===== config.mk =====
export PLATFORM = sky130hd
export DESIGN_NAME = peridot_pfc_cmd_arbiter
export DESIGN_NICKNAME = d
export VERILOG_FILES = /design/src/rtl/peridot_pfc_cmd_arbiter_pkg.sv /design/src/rtl/peridot_pfc_rr_picker.sv /design/src/rtl/peridot_pfc_cmd_arbiter.sv
export SDC_FILE = /design/constraint.sdc
export NUM_CORES = 1
export LEC_CHECK = 0
export ABC_AREA = 0
export ABC_CLOCK_PERIOD_IN_PS = 1700
export CORE_MARGIN = 8
export CORE_UTILIZATION = 39
export CTS_BUF_LIST = sky130_fd_sc_hd__clkbuf_4
export DETAILED_ROUTE_END_ITERATION = 10
export PLACE_DENSITY = 0.83
export SETUP_SLACK_MARGIN = 0.15
export SYNTH_ARGS = -nofsm -noshare
export SYNTH_HDL_FRONTEND = slang
export SYNTH_SLANG_ARGS = --single-unit

===== constraint.sdc =====
create_clock -name csi_clk -period 1.7 [get_ports csi_clk]
set_clock_uncertainty 0.05 [all_clocks]
set_input_delay 0.34 -clock csi_clk [delete_from_list [all_inputs] [get_ports csi_clk]]
set_output_delay 0.34 -clock csi_clk [all_outputs]
set_load 0.01 [all_outputs]

===== src/rtl/peridot_pfc_cmd_arbiter_pkg.sv =====
// rtl/peridot_pfc_cmd_arbiter_pkg.sv - PFC command bus layout, register map and arbiter state types
package peridot_pfc_cmd_arbiter_pkg;

    localparam int PFC_CMD_W        = 37;
    localparam int PFC_CMD_WR_BIT   = 36;
    localparam int PFC_CMD_ADDR_MSB = 35;
    localparam int PFC_CMD_ADDR_LSB = 32;
    localparam int PFC_DATA_W       = 32;
    localparam int PFC_ADDR_W       = PFC_CMD_ADDR_MSB - PFC_CMD_ADDR_LSB + 1;

    typedef enum logic [PFC_ADDR_W-1:0] {
        BANK0_DIN = 4'd0,  BANK0_DOUT = 4'd1,  BANK0_PINFUNC = 4'd2,  BANK0_FUNCPIN = 4'd3,
        BANK1_DIN = 4'd4,  BANK1_DOUT = 4'd5,  BANK1_PINFUNC = 4'd6,  BANK1_FUNCPIN = 4'd7,
        BANK2_DIN = 4'd8,  BANK2_DOUT = 4'd9,  BANK2_PINFUNC = 4'd10, BANK2_FUNCPIN = 4'd11,
        BANK3_DIN = 4'd12, BANK3_DOUT = 4'd13, BANK3_PINFUNC = 4'd14, BANK3_FUNCPIN = 4'd15
    } pfc_reg_e;

    typedef enum logic [1:0] {
        ST_IDLE = 2'd0,
        ST_CMD  = 2'd1,
        ST_RESP = 2'd2
    } arb_state_e;

    function automatic logic [PFC_CMD_W-1:0] pfc_cmd_pack(
        input logic                  wr,
        input logic [PFC_ADDR_W-1:0] addr,
        input logic [PFC_DATA_W-1:0] data
    );
        logic [PFC_CMD_W-1:0] cmd;
        cmd = '0;
        cmd[PFC_CMD_WR_BIT]                     = wr;
        cmd[PFC_CMD_ADDR_MSB:PFC_CMD_ADDR_LSB]  = addr;
        cmd[PFC_DATA_W-1:0]                     = data;
        return cmd;
    endfunction

endpackage


===== src/rtl/peridot_pfc_rr_picker.sv =====
// rtl/peridot_pfc_rr_picker.sv - combinational round-robin pick: first eligible index at or after ptr, wrapping
module peridot_pfc_rr_picker #(
    parameter int NUM_REQ = 2,
    parameter int IDX_W   = 3
) (
    input  logic [NUM_REQ-1:0] eligible_i,
    input  logic [IDX_W-1:0]   ptr_i,
    output logic               any_o,
    output logic [IDX_W-1:0]   idx_o
);

    logic             hi_any;
    logic [IDX_W-1:0] hi_idx;
    logic [IDX_W-1:0] lo_idx;

    // Descending scans so the last hit is the lowest index; the hi scan only
    // considers indices at or above ptr, the lo scan is the wrapped fallback.
    always_comb begin
        hi_any = 1'b0;
        hi_idx = '0;
        lo_idx = '0;
        for (int i = NUM_REQ - 1; i >= 0; i--) begin
            if (eligible_i[i]) begin
                lo_idx = IDX_W'(i);
                if (IDX_W'(i) >= ptr_i) begin
                    hi_any = 1'b1;
                    hi_idx = IDX_W'(i);
                end
            end
        end
    end

    assign any_o = |eligible_i;
    assign idx_o = hi_any ? hi_idx : lo_idx;

endmodule


===== src/rtl/peridot_pfc_cmd_arbiter.sv =====
// rtl/peridot_pfc_cmd_arbiter.sv - round-robin sharing of one PFC command/response port between NUM_REQ requesters
module peridot_pfc_cmd_arbiter
    import peridot_pfc_cmd_arbiter_pkg::*;
#(
    parameter int NUM_REQ = 2,
    parameter int IDX_W   = 3
) (
    input  logic                      csi_clk,
    input  logic                      rsi_reset_n,
    input  logic [NUM_REQ-1:0]        req_valid,
    input  logic [NUM_REQ-1:0]        req_write,
    input  logic [4*NUM_REQ-1:0]      req_address,
    input  logic [32*NUM_REQ-1:0]     req_writedata,
    output logic [NUM_REQ-1:0]        req_ack,
    output logic [PFC_DATA_W-1:0]     req_readdata,
    output logic                      coe_pfc_clk,
    output logic                      coe_pfc_reset,
    output logic [PFC_CMD_W-1:0]      coe_pfc_cmd,
    input  logic [PFC_DATA_W-1:0]     coe_pfc_resp
);

    arb_state_e              state_q, state_d;
    logic [PFC_CMD_W-1:0]    cmd_q, cmd_d;
    logic [IDX_W-1:0]        idx_q, idx_d;
    logic [IDX_W-1:0]        ptr_q, ptr_d;
    logic [NUM_REQ-1:0]      ack_q, ack_d;
    logic [PFC_DATA_W-1:0]   rdata_q, rdata_d;

    logic [NUM_REQ-1:0]      eligible;
    logic                    pick_any;
    logic [IDX_W-1:0]        pick_idx;
    logic                    sel_write;
    logic [PFC_ADDR_W-1:0]   sel_addr;
    logic [PFC_DATA_W-1:0]   sel_data;

    // A requester is invisible during its own ack cycle so a held request
    // is not granted twice for one access.
    assign eligible = req_valid & ~ack_q;

    peridot_pfc_rr_picker #(
        .NUM_REQ (NUM_REQ),
        .IDX_W   (IDX_W)
    ) u_picker (
        .eligible_i (eligible),
        .ptr_i      (ptr_q),
        .any_o      (pick_any),
        .idx_o      (pick_idx)
    );

    always_comb begin
        sel_write = 1'b0;
        sel_addr  = '0;
        sel_data  = '0;
        for (int i = 0; i < NUM_REQ; i++) begin
            if (pick_idx == IDX_W'(i)) begin
                sel_write = req_write[i];
                sel_addr  = req_address[4*i +: 4];
                sel_data  = req_writedata[32*i +: 32];
            end
        end
    end

    always_ff @(posedge csi_clk or negedge rsi_reset_n) begin
        if (!rsi_reset_n) begin
            state_q <= ST_IDLE;
            cmd_q   <= '0;
            idx_q   <= '0;
            ptr_q   <= '0;
            ack_q   <= '0;
            rdata_q <= '0;
        end else begin
            state_q <= state_d;
            cmd_q   <= cmd_d;
            idx_q   <= idx_d;
            ptr_q   <= ptr_d;
            ack_q   <= ack_d;
            rdata_q <= rdata_d;
        end
    end

    always_comb begin
        state_d = state_q;
        case (state_q)
            ST_IDLE: if (pick_any) state_d = ST_CMD;
            ST_CMD:  state_d = ST_RESP;
            ST_RESP: state_d = ST_IDLE;
            default: state_d = ST_IDLE;
        endcase
    end

    // Address and data stay on the bus after the access; only the strobe drops.
    always_comb begin
        cmd_d   = cmd_q;
        idx_d   = idx_q;
        ptr_d   = ptr_q;
        ack_d   = '0;
        rdata_d = rdata_q;
        case (state_q)
            ST_IDLE: begin
                if (pick_any) begin
                    cmd_d = pfc_cmd_pack(sel_write, sel_addr, sel_data);
                    idx_d = pick_idx;
                end
            end
            ST_CMD: begin
                cmd_d[PFC_CMD_WR_BIT] = 1'b0;
            end
            ST_RESP: begin
                rdata_d = coe_pfc_resp;
                ack_d   = NUM_REQ'(1) << idx_q;
                ptr_d   = (idx_q == IDX_W'(NUM_REQ - 1)) ? '0 : idx_q + IDX_W'(1);
            end
            default: begin
                cmd_d[PFC_CMD_WR_BIT] = 1'b0;
            end
        endcase
    end

    assign req_ack       = ack_q;
    assign req_readdata  = rdata_q;
    assign coe_pfc_cmd   = cmd_q;
    assign coe_pfc_clk   = csi_clk;
    assign coe_pfc_reset = ~rsi_reset_n;

endmodule


Yosys cells after proc, flatten, opt, wreduce, memory -nomap -nowiden
Index checks and enable logic that the tools add are counted.
{"block": "word_totals", "regBits": 79, "latch_bits": 0, "mem_bits_rw": 0, "mem_bits_ro": 0, "memories": 0}
{"block": "op_classes", "addsub": 1, "multipliers": 0, "div": 0, "magnitude_cmp": 2, "n_eq_ne": 5, "shift": 1, "n_mux": 23, "bitwise_logic": 4, "n_reduce_logical": 5}
{"op": "two-way mux 32 bit", "count": 2}
{"op": "two-way mux 37 bit", "count": 1}
{"op": "two-way mux 3 bit", "count": 5}
{"op": "two-way mux 1 bit", "count": 9}
{"op": "two-way mux 4 bit", "count": 2}
{"op": "equality test 3 x 1 -> 1 bit (second input constant)", "count": 2}
{"op": "greater-or-equal comparator 1 x 3 -> 1 bit (first input constant)", "count": 2}
{"op": "two-way mux 2 bit", "count": 2}
{"op": "case mux 2 bit (2 select lines)", "count": 1}
{"op": "AND reduction 2 bit", "count": 2}
{"op": "adder 3 x 1 -> 3 bit (second input constant)", "count": 1}
{"op": "logical NOT 3 bit", "count": 1}
{"op": "<< shifter 1 x 3 -> 2 bit (first input constant)", "count": 1}
{"op": "AND 2 bit", "count": 1}
{"op": "equality test 2 x 1 -> 1 bit (second input constant)", "count": 1}
{"op": "equality test 2 bit (second input constant)", "count": 1}
{"op": "logical NOT 2 bit", "count": 1}
{"op": "!= test 2 bit (second input constant)", "count": 1}
{"op": "inverter 1 bit", "count": 2}
{"op": "inverter 2 bit", "count": 1}
{"op": "case mux 1 bit (2 select lines)", "count": 1}
{"op": "OR reduction 2 bit", "count": 1}

Longest topological paths before layout
Gate-level depths: netlist of the first run.
{"block": "logic_depth", "word_depth": 11, "ltp_mapped": 6, "depth_no_buf": 4}

Cells and area by module
A second synthesis of the first run with hierarchy kept.
{"block": "unflattened", "cells_unflattened": 343, "area_unflattened_um2": 3445.8}
{"mod": "peridot_pfc_cmd_arbiter", "instances": 1, "cells_per_inst": 337, "area_each_um2": 3404.5, "seq_area_each_um2": 1976.9}
{"mod": "peridot_pfc_rr_picker", "instances": 1, "cells_per_inst": 6, "area_each_um2": 41.3, "seq_area_each_um2": 0.0}

==> run_results.csv, run 1 <==
group,metric,value,unit
placed_design,io_buffers,182,
power_and_ir_drop,total_power,8.67,mW
sta,rsz0062_at_grt,"yes",
synthesis,synth_edf_count,0,
detailed_routing,drt_iter0_drc,50,
sta,setup_viol,0,
power_and_ir_drop,clkPwrFrac,0.166,
setup_path,crit_arrival,1170,ps
detailed_routing,via_per_inst,4.65,
sta,tightest_slew,942,ps
setup_path,critPathMaxFanout,2,
detailed_routing,routed_wl,9330,um
synthesis,synth_fa_ha_area_frac,0,
synthesis,yosys.area.top_type_share,0.589,
floorplanning,die_w,106,um
synthesis,syn_avg_cell_area,12.5,sq um
cts,cts_tree,"done",
global_route,grt_usage,0.156,
sta,finalHoldViolCount,5,
sta,drv_slew,0,
global_route,grt_pass1_vias,2886,
setup_path,cp-start-kind,"clock port",
detailed_routing,drcViolationCount,0,
final_layout,fin_nets,567,
floorplanning,core-area,8050,sq um
floorplanning,start_util,0.396,
floorplanning,die_h,106,um
power_and_ir_drop,leakage,2.41,nW
synthesis,yosysSeqAreaShare,0.589,
power_and_ir_drop,vdd_ir_drop_max,0.746,mV
global_route,grt_first_pass_wirelength,14100,um
flow_run,cap_violations,0,
detailed_routing,num_vias,2638,
setup_path,crit_required,1310,ps
final_layout,num_antenna_cells,0,
setup_path,reg2reg_depth,7,
synthesis,yosysMostFrequentCell,"dfrtp_1",
global_route,overflow,0,
detailed_routing,final_antenna_net_count,0,
floorplanning,rows,33,
final_layout,design_area,5140,sq um
power_and_ir_drop,switching_share,0.359,
synthesis,synth.area.top_cells,"dfrtp_1 (59%), mux2_2 (12%), mux2i_1 (11%)",
floorplanning,ioPinCount,183,
synthesis,synthXorXnorAreaFrac,0,
synthesis,synthesis.area,3190,sq um
final_layout,syn2layout_area_growth,61.5,%
final_layout,drive_above_1_share,0.338,
synthesis,ys_async_sr_fraction,1.00,
cts,clk-insertion-delay-late,500,ps
synthesis,syn_inst,254,
setup_path,critical_path_class,"clk2out",
synthesis,ys.flop_type,"dfrtp_1",
detailed_routing,wl_per_cell,16.5,um
hold_path,min_path_type,"in2async",
power_and_ir_drop,pwr-share-comb,0.476,
synthesis,synth_mux_area_frac,0.230,
global_route,antenna_found_initial,0,
final_layout,fill_cells,683,
sta,hold_ws,-10.4,ps
synthesis,synth_common_cells,"dfrtp_1 (75), mux2i_1 (36), nand2_1 (36), mux2_2 (33), o21ai_1 (22)",
synthesis,synth_warnings,0,
power_and_ir_drop,power_density,1690,nW/um^2
run_status,status,"finished, violations left",
synthesis,post_synth_num_cell_types,21,
placed_design,gp_congestion,0.730,
power_and_ir_drop,seqPwrFrac,0.358,
run_status,violations,"hold timing",
synthesis,synth_largest_area_cell,"dfrtp_1",
placed_design,post-dp-hpwl,7080,um
synthesis,synth_compound_area_frac,0.0679,
synthesis,synth_top_family_by_area,"multiplexers",
sta,fin_tns_setup,0,ps
synthesis,synth_simple_gate_area_frac,0.0679,
synthesis,syn_nets,364,
floorplanning,dieArea,11300,sq um
setup_path,cp-end-kind,"output pin",
power_and_ir_drop,p_switching,3.12,mW
power_and_ir_drop,p_int,5.56,mW
cts,cts.hold.buffers_added,0,
detailed_routing,drt_pre_antenna_iters,4,
cts,clk_pin_slew_worst_paths,130,ps
sta,relSlewSlack,0.372,
synthesis,ys_seq_elements,75,
placed_design,place_area,5110,sq um
global_route,grt_start_max_net_pins,76,
## placed cells by master, fill, tap and decap left out, types with 2 or more instances in the layout
master / synthesis / layout
o21ai_1: 22 / 23
buf_4: 9 / 18
clkbuf_2: 0 / 4
nand2_1: 36 / 36
a21oi_1: 2 / 2
mux2i_2: 0 / 3
inv_1: 5 / 5
mux2_2: 33 / 33
mux2i_1: 36 / 33
clkdlybuf4s50_1: 0 / 109
bufinv_16: 0 / 2
buf_2: 4 / 67
clkbuf_4: 0 / 11
clkinv_4: 0 / 2
dfrtp_1: 75 / 75
nor2b_1: 2 / 2
clkbuf_16: 0 / 2
buf_6: 3 / 4
o21ai_0: 16 / 14
buf_12: 0 / 4
nor2_1: 3 / 3
## sequential cells by signal, summed over array words and instances (netlist names)
register and flops:
req_readdata 32, idx_q 1, state_q 2, coe_pfc_cmd 37, req_ack 2, ptr_q 1
## power groups by stage
stage,Clock [mW],Combinational [mW],Sequential [mW]
6_report,1.44,4.13,3.11
5_1_grt,1.57,4.51,3.22
4_1_cts,1.42,4.12,3.12
3_5_place_dp,0.0598,4.64,3.20
3_3_place_gp,0.0598,4.53,3.14
2_1_floorplan,0.0485,1.84,3.56
## final timing paths
| path | slack [ps] | to | startpoint |
|---|---|---|---|
| max | 140 | coe_pfc_clk | csi_clk |
| min | -10 | coe_pfc_cmd[5] | rsi_reset_n |
| max reg2reg | 180 | coe_pfc_cmd[12] | req_ack[0] |
| min reg2reg | 420 | req_ack[0] | idx_q[0] |
| max in group asynchronous | 980 | req_ack[1] | rsi_reset_n |
| min in group csi_clk | 380 | req_readdata[24] | coe_pfc_resp[24] |
## routing by layer
layer / vias up / part of all wire / track usage
li1: 1274 / - / -
met1: 1249 / 0.39 / 0.165
met2: 106 / 0.52 / 0.273
met3: 9 / 0.079 / 0.0653
met4: 0 / 0.014 / 0.0543
met5: - / 0 / 0
## final cells by class
| class | instances | area (sq um) | share of cell area |
|---|---|---|---|
| well taps | 105 | 131 | 0.0255 |
| multi-input cells | 157 | 1190 | 0.231 |
| clock buffers | 14 | 113 | 0.0219 |
| inverters | 5 | 18.8 | 0.00365 |
| repair buffers | 205 | 1730 | 0.336 |
| flip-flops and latches | 75 | 1880 | 0.365 |
| clock inverters | 6 | 90.1 | 0.0175 |
## kinds of logic after synthesis
kind of cell           after synthesis
flip-flops                          75
multiplexers                        69
AND/OR/NAND/NOR                     46
AO/OA/AOI/OAI                       42
buffers and inverters               22
## stage by stage
stage | instances | utilization | setup WS (ps)
after floorplan | 254 | - | 286
after global placement | 531 | 0.635 | -112
after detailed placement | 531 | 0.635 | -187
after CTS | 559 | 0.634 | 106
after global routing | 567 | 0.639 | 64.6
final | 567 | 0.639 | 142
## worst max-delay path, stage by stage
cell	delay (ps)
buf_4	110
buf_6	100
buf_6	110
## timing repair
action / 4_1_cts / 5_1_grt
gates cloned: 0 / 3
setup buffers: 9 / 5
pin swaps: 0 / 6
resized for setup: 267 / 27
setup endpoints to repair: 72 / 49
Note: power is estimated with default switching activity, not from simulation.
==> run 2, diff against run 1 <==
--- a/config.mk
+++ b/config.mk
@@ -11,6 +11,7 @@
 export CORE_UTILIZATION = 39
 export CTS_BUF_LIST = sky130_fd_sc_hd__clkbuf_4
 export DETAILED_ROUTE_END_ITERATION = 10
+export MAX_ROUTING_LAYER = met4
 export PLACE_DENSITY = 0.83
 export SETUP_SLACK_MARGIN = 0.15
 export SYNTH_ARGS = -nofsm -noshare
==> run_results.csv, run 2 (synthesis gave the netlist of run 1 again) <==
group,metric,value,unit
detailed_routing,drcViolationCount,0,
detailed_routing,final_antenna_net_count,0,
placed_design,io_buffers,182,
final_layout,fill_cells,695,
detailed_routing,drt_pre_antenna_iters,4,
detailed_routing,via_per_inst,4.66,
floorplanning,die_w,106,um
power_and_ir_drop,clkPwrFrac,0.166,
power_and_ir_drop,vdd_ir_drop_max,0.746,mV
floorplanning,dieArea,11300,sq um
floorplanning,start_util,0.396,
setup_path,reg2reg_slack,160,ps
final_layout,final_common_cell,"clkdlybuf4s50_1",
placed_design,post-dp-hpwl,7080,um
setup_path,critical_path_class,"clk2out",
detailed_routing,route.met2.wl,4780,um
floorplanning,die_h,106,um
detailed_routing,highest_layer,"met4",
final_layout,num_antenna_cells,0,
power_and_ir_drop,power_density,1680,nW/um^2
sta,relSlewSlack,0.389,
final_layout,final_core_util,0.630,
setup_path,rr_endpoint,"coe_pfc_cmd[36]",
floorplanning,rows,33,
global_route,antenna_found_initial,0,
sta,rsz0062_at_grt,"yes",
sta,finalHoldViolCount,0,
setup_path,cp-end-kind,"output pin",
setup_path,r2r-start,"req_ack[1]",
run_status,status,"finished, final reports clean",
cts,cts_tree,"done",
power_and_ir_drop,seqPwrFrac,0.363,
setup_path,reg2reg_depth,6,
power_and_ir_drop,p_int,5.48,mW
detailed_routing,drt_iter0_drc,84,
final_layout,drive_above_1_share,0.329,
detailed_routing,wl_per_cell,16.2,um
power_and_ir_drop,p_switching,3.07,mW
power_and_ir_drop,pwr-share-comb,0.470,
setup_path,cp-start-kind,"clock port",
detailed_routing,num_vias,2628,
floorplanning,core-area,8050,sq um
detailed_routing,routed-wl-met3,620,um
floorplanning,ioPinCount,183,
sta,tightest_slew,916,ps
global_route,overflow,0,
power_and_ir_drop,leakage,2.38,nW
cts,clk_pin_slew_worst_paths,120,ps
setup_path,crit_arrival,1170,ps
final_layout,fin_nets,564,
power_and_ir_drop,switching_share,0.359,
global_route,grt_usage,0.160,
global_route,grt_first_pass_wirelength,14100,um
final_layout,syn2layout_area_growth,59.3,%
setup_path,critPathMaxFanout,2,
setup_path,crit_required,1310,ps
final_layout,largest_register_ffs,37,
detailed_routing,routed_wl,9150,um
sta,drv_slew,0,
global_route,grt_pass1_vias,2886,
final_layout,register_area,1880,sq um
sta,layout_setup_ws,142,ps
cts,clk-insertion-delay-late,500,ps
hold_path,min_path_type,"in2async",
final_layout,multi_input_area,1180,sq um
global_route,grt_start_max_net_pins,76,
final_layout,most-common-layout-cells,"clkdlybuf4s50_1 (109), dfrtp_1 (75), buf_2 (67)",
flow_run,cap_violations,0,
sta,hold_ws,8.44,ps
placed_design,gp_congestion,0.739,
sta,setup_viol,0,
placed_design,dp_slack,-187,ps
power_and_ir_drop,total_power,8.55,mW
detailed_routing,wl_met1,3560,um
==> run 2: cell types whose count changed in the layout (fill, tap and decap cells not counted), sizes merged <==
| cell | previous run | this run |
|---|---|---|
| clkbuf | 17 | 16 |
| buf | 93 | 91 |
==> run 2: metrics by stage <==
stage	instance area (sq um)	instances	setup TNS, ps
2_1_floorplan	3190	254	0
3_3_place_gp	5110	531	-2830
3_5_place_dp	5110	531	-4620
4_1_cts	5110	559	0
5_1_grt	5080	564	0
6_report	5080	564	0
==> run 2: worst max path at each step <==
stage	startpoint	end
2_1_floorplan	req_ack[1]	idx_q[0]
3_3_place_gp	req_valid[1]	coe_pfc_cmd[36]
3_5_place_dp	req_valid[1]	coe_pfc_cmd[12]
4_1_cts	csi_clk	coe_pfc_clk
5_1_grt	req_ack[1]	coe_pfc_cmd[12]
6_report	csi_clk	coe_pfc_clk
==> run 2: cell type report <==
class | count | area share
sequential | 75 | 0.370
timing repair buffer | 202 | 0.328
multi-input combinational | 157 | 0.232
tap | 105 | 0.0259
clock buffer | 14 | 0.0222
clock inverter | 6 | 0.0177
inverter | 5 | 0.00370
==> run 2: timing repair <==
item / CTS / global route
hold buffers: 0 / 0
pin swaps: 0 / 1
cloned: 0 / 1
gates resized for setup: 267 / 22
buffers inserted: 9 / 4
endpoints found under the setup margin: 72 / 49
==> run 2: routing by layer <==
layer / global-route usage / up-vias
li1: - / 1269
met3: 0.0460 / 16
met1: 0.174 / 1233
met2: 0.273 / 110
met4: 0.0573 / 0
met5: - / -
==> run 2: power by group through the flow <==
stage | registers [mW] | clock network (mW) | logic (mW)
2_1_floorplan | 3.56 | 0.0485 | 1.84
3_3_place_gp | 3.14 | 0.0598 | 4.53
3_5_place_dp | 3.20 | 0.0598 | 4.64
4_1_cts | 3.12 | 1.42 | 4.12
5_1_grt | 3.22 | 1.56 | 4.40
6_report | 3.10 | 1.42 | 4.02
==> run 2: worst max-delay path, cell delays in order <==
cell and delay (ps):
buf_4 110, buf_6 100, buf_6 110
==> run 3, diff against run 2 <==
--- a/config.mk
+++ b/config.mk
@@ -14,6 +14,7 @@
 export MAX_ROUTING_LAYER = met4
 export PLACE_DENSITY = 0.83
 export SETUP_SLACK_MARGIN = 0.15
+export SKIP_CTS_REPAIR_TIMING = 1
 export SYNTH_ARGS = -nofsm -noshare
 export SYNTH_HDL_FRONTEND = slang
 export SYNTH_SLANG_ARGS = --single-unit
==> run_results.csv, run 3 (synthesis gave the netlist of run 1 again) <==
group,metric,value,unit
run_status,status,"finished, violations left",
run_status,violations,"hold timing",
power_and_ir_drop,vdd_ir_drop_max,0.751,mV
setup_path,slowest_delay,110,ps
placed_design,io_buffers,182,
setup_path,crit_end,"coe_pfc_clk",
detailed_routing,final_antenna_net_count,0,
cts,cts_tree,"done",
final_layout,most-common-layout-cells,"clkdlybuf4s50_1 (109), dfrtp_1 (75), dlymetal6s2s_1 (64)",
final_layout,design_area,5450,sq um
final_layout,num_antenna_cells,0,
hold_path,min_path_type,"in2async",
setup_path,reg2reg_depth,5,
power_and_ir_drop,clkPwrFrac,0.161,
global_route,overflow,0,
floorplanning,rows,33,
global_route,grt_start_max_net_pins,76,
setup_path,cp-end-kind,"output pin",
floorplanning,die_h,106,um
power_and_ir_drop,power_density,1630,nW/um^2
cts,clk_pin_slew_worst_paths,130,ps
final_layout,fill_cells,628,
final_layout,final_common_cell,"clkdlybuf4s50_1",
floorplanning,dieArea,11300,sq um
setup_path,rr_endpoint,"coe_pfc_cmd[36]",
floorplanning,ioPinCount,183,
detailed_routing,drt_iter0_drc,83,
sta,tightest_slew,939,ps
floorplanning,die_w,106,um
setup_path,cp_slowest_cell,"buf_4",
power_and_ir_drop,pwr-share-comb,0.489,
power_and_ir_drop,leakage,2.98,nW
global_route,grt_first_pass_wirelength,13900,um
detailed_routing,drcViolationCount,0,
setup_path,critical_path_class,"clk2out",
detailed_routing,routed_wl,9160,um
setup_path,cp_cell_sequence,"buf_4, buf_6, buf_6",
setup_path,cp-start-kind,"clock port",
cts,clk-insertion-delay-late,500,ps
power_and_ir_drop,p_int,5.86,mW
power_and_ir_drop,switching_share,0.341,
placed_design,post-dp-hpwl,7080,um
flow_run,cap_violations,0,
setup_path,crit_required,1310,ps
setup_path,r2r-start,"req_ack[1]",
setup_path,reg2reg_slack,250,ps
setup_path,crit_arrival,1170,ps
final_layout,fin_nets,553,
placed_design,gp_congestion,0.739,
sta,layout_setup_ws,142,ps
detailed_routing,via_per_inst,4.73,
detailed_routing,num_vias,2617,
final_layout,drive_above_1_share,0.167,
global_route,grt_usage,0.158,
detailed_routing,wl_per_cell,16.6,um
global_route,grt_pass1_vias,2869,
sta,rsz0062_at_grt,"yes",
sta,hold_ws,-1.81,ps
placed_design,dp_slack,-187,ps
sta,setup_viol,0,
final_layout,largest_register_ffs,37,
sta,drv_slew,0,
floorplanning,start_util,0.396,
setup_path,cp_common_cell,"buf_6",
sta,finalHoldViolCount,3,
placed_design,place_area,5110,sq um
sta,relSlewSlack,0.374,
setup_path,critPathMaxFanout,2,
global_route,antenna_found_initial,0,
floorplanning,core-area,8050,sq um
final_layout,syn2layout_area_growth,71.2,%
detailed_routing,drt_pre_antenna_iters,4,
power_and_ir_drop,p_switching,3.04,mW
power_and_ir_drop,seqPwrFrac,0.350,
setup_path,critPathLaunch,"csi_clk",
==> run 3: how the worst min path moves through the flow <==
stage / endpoint / cells after the start
after floorplan: coe_pfc_cmd[0] / 0
after global placement: req_ack[0] / 1
after detailed placement: req_ack[0] / 1
after CTS: coe_pfc_cmd[5] / 2
after global routing: coe_pfc_cmd[11] / 2
final: coe_pfc_cmd[5] / 2
==> run 3: cell type report <==
class	count	area, sq um	share of cell area
well taps	105	131	0.0241
flip-flops and latches	75	1880	0.344
repair buffers	191	2050	0.375
inverters	5	18.8	0.00344
clock buffers	14	113	0.0207
clock inverters	6	90.1	0.0165
multi-input cells	157	1180	0.216
==> run 3: worst max-delay path: cells and delay by family <==
family / cells / cell delay [ps]
buf+inv: 3 / 320
==> run 3: layer usage <==
metal	GRT usage	vias up	part of all wire
li1	-	1250	-
met1	0.176	1239	0.39
met2	0.265	108	0.51
met4	0.0573	0	0.026
met5	-	-	0
met3	0.0478	20	0.072
==> run 3: through the flow <==
step / hold WS, ps / total power [mW] / utilization / setup TNS, ps / cells
finish: -1.81 / 8.89 / 0.677 / 0 / 553
CTS: 30.3 / 9.26 / 0.658 / -10660 / 550
global placement: 388 / 7.73 / 0.635 / -2830 / 531
detailed placement: 399 / 7.90 / 0.635 / -4620 / 531
global route: 73.7 / 9.52 / 0.677 / 0 / 553
floorplan: -5.59 / 5.44 / - / 0 / 254
==> run 3: power by group through the flow <==
stage | Sequential [mW] | Combinational, mW | Clock, mW
after global routing | 3.23 | 4.73 | 1.56
after global placement | 3.14 | 4.53 | 0.0598
final | 3.12 | 4.34 | 1.43
after floorplan | 3.56 | 1.84 | 0.0485
after CTS | 3.16 | 4.66 | 1.44
after detailed placement | 3.20 | 4.64 | 0.0598
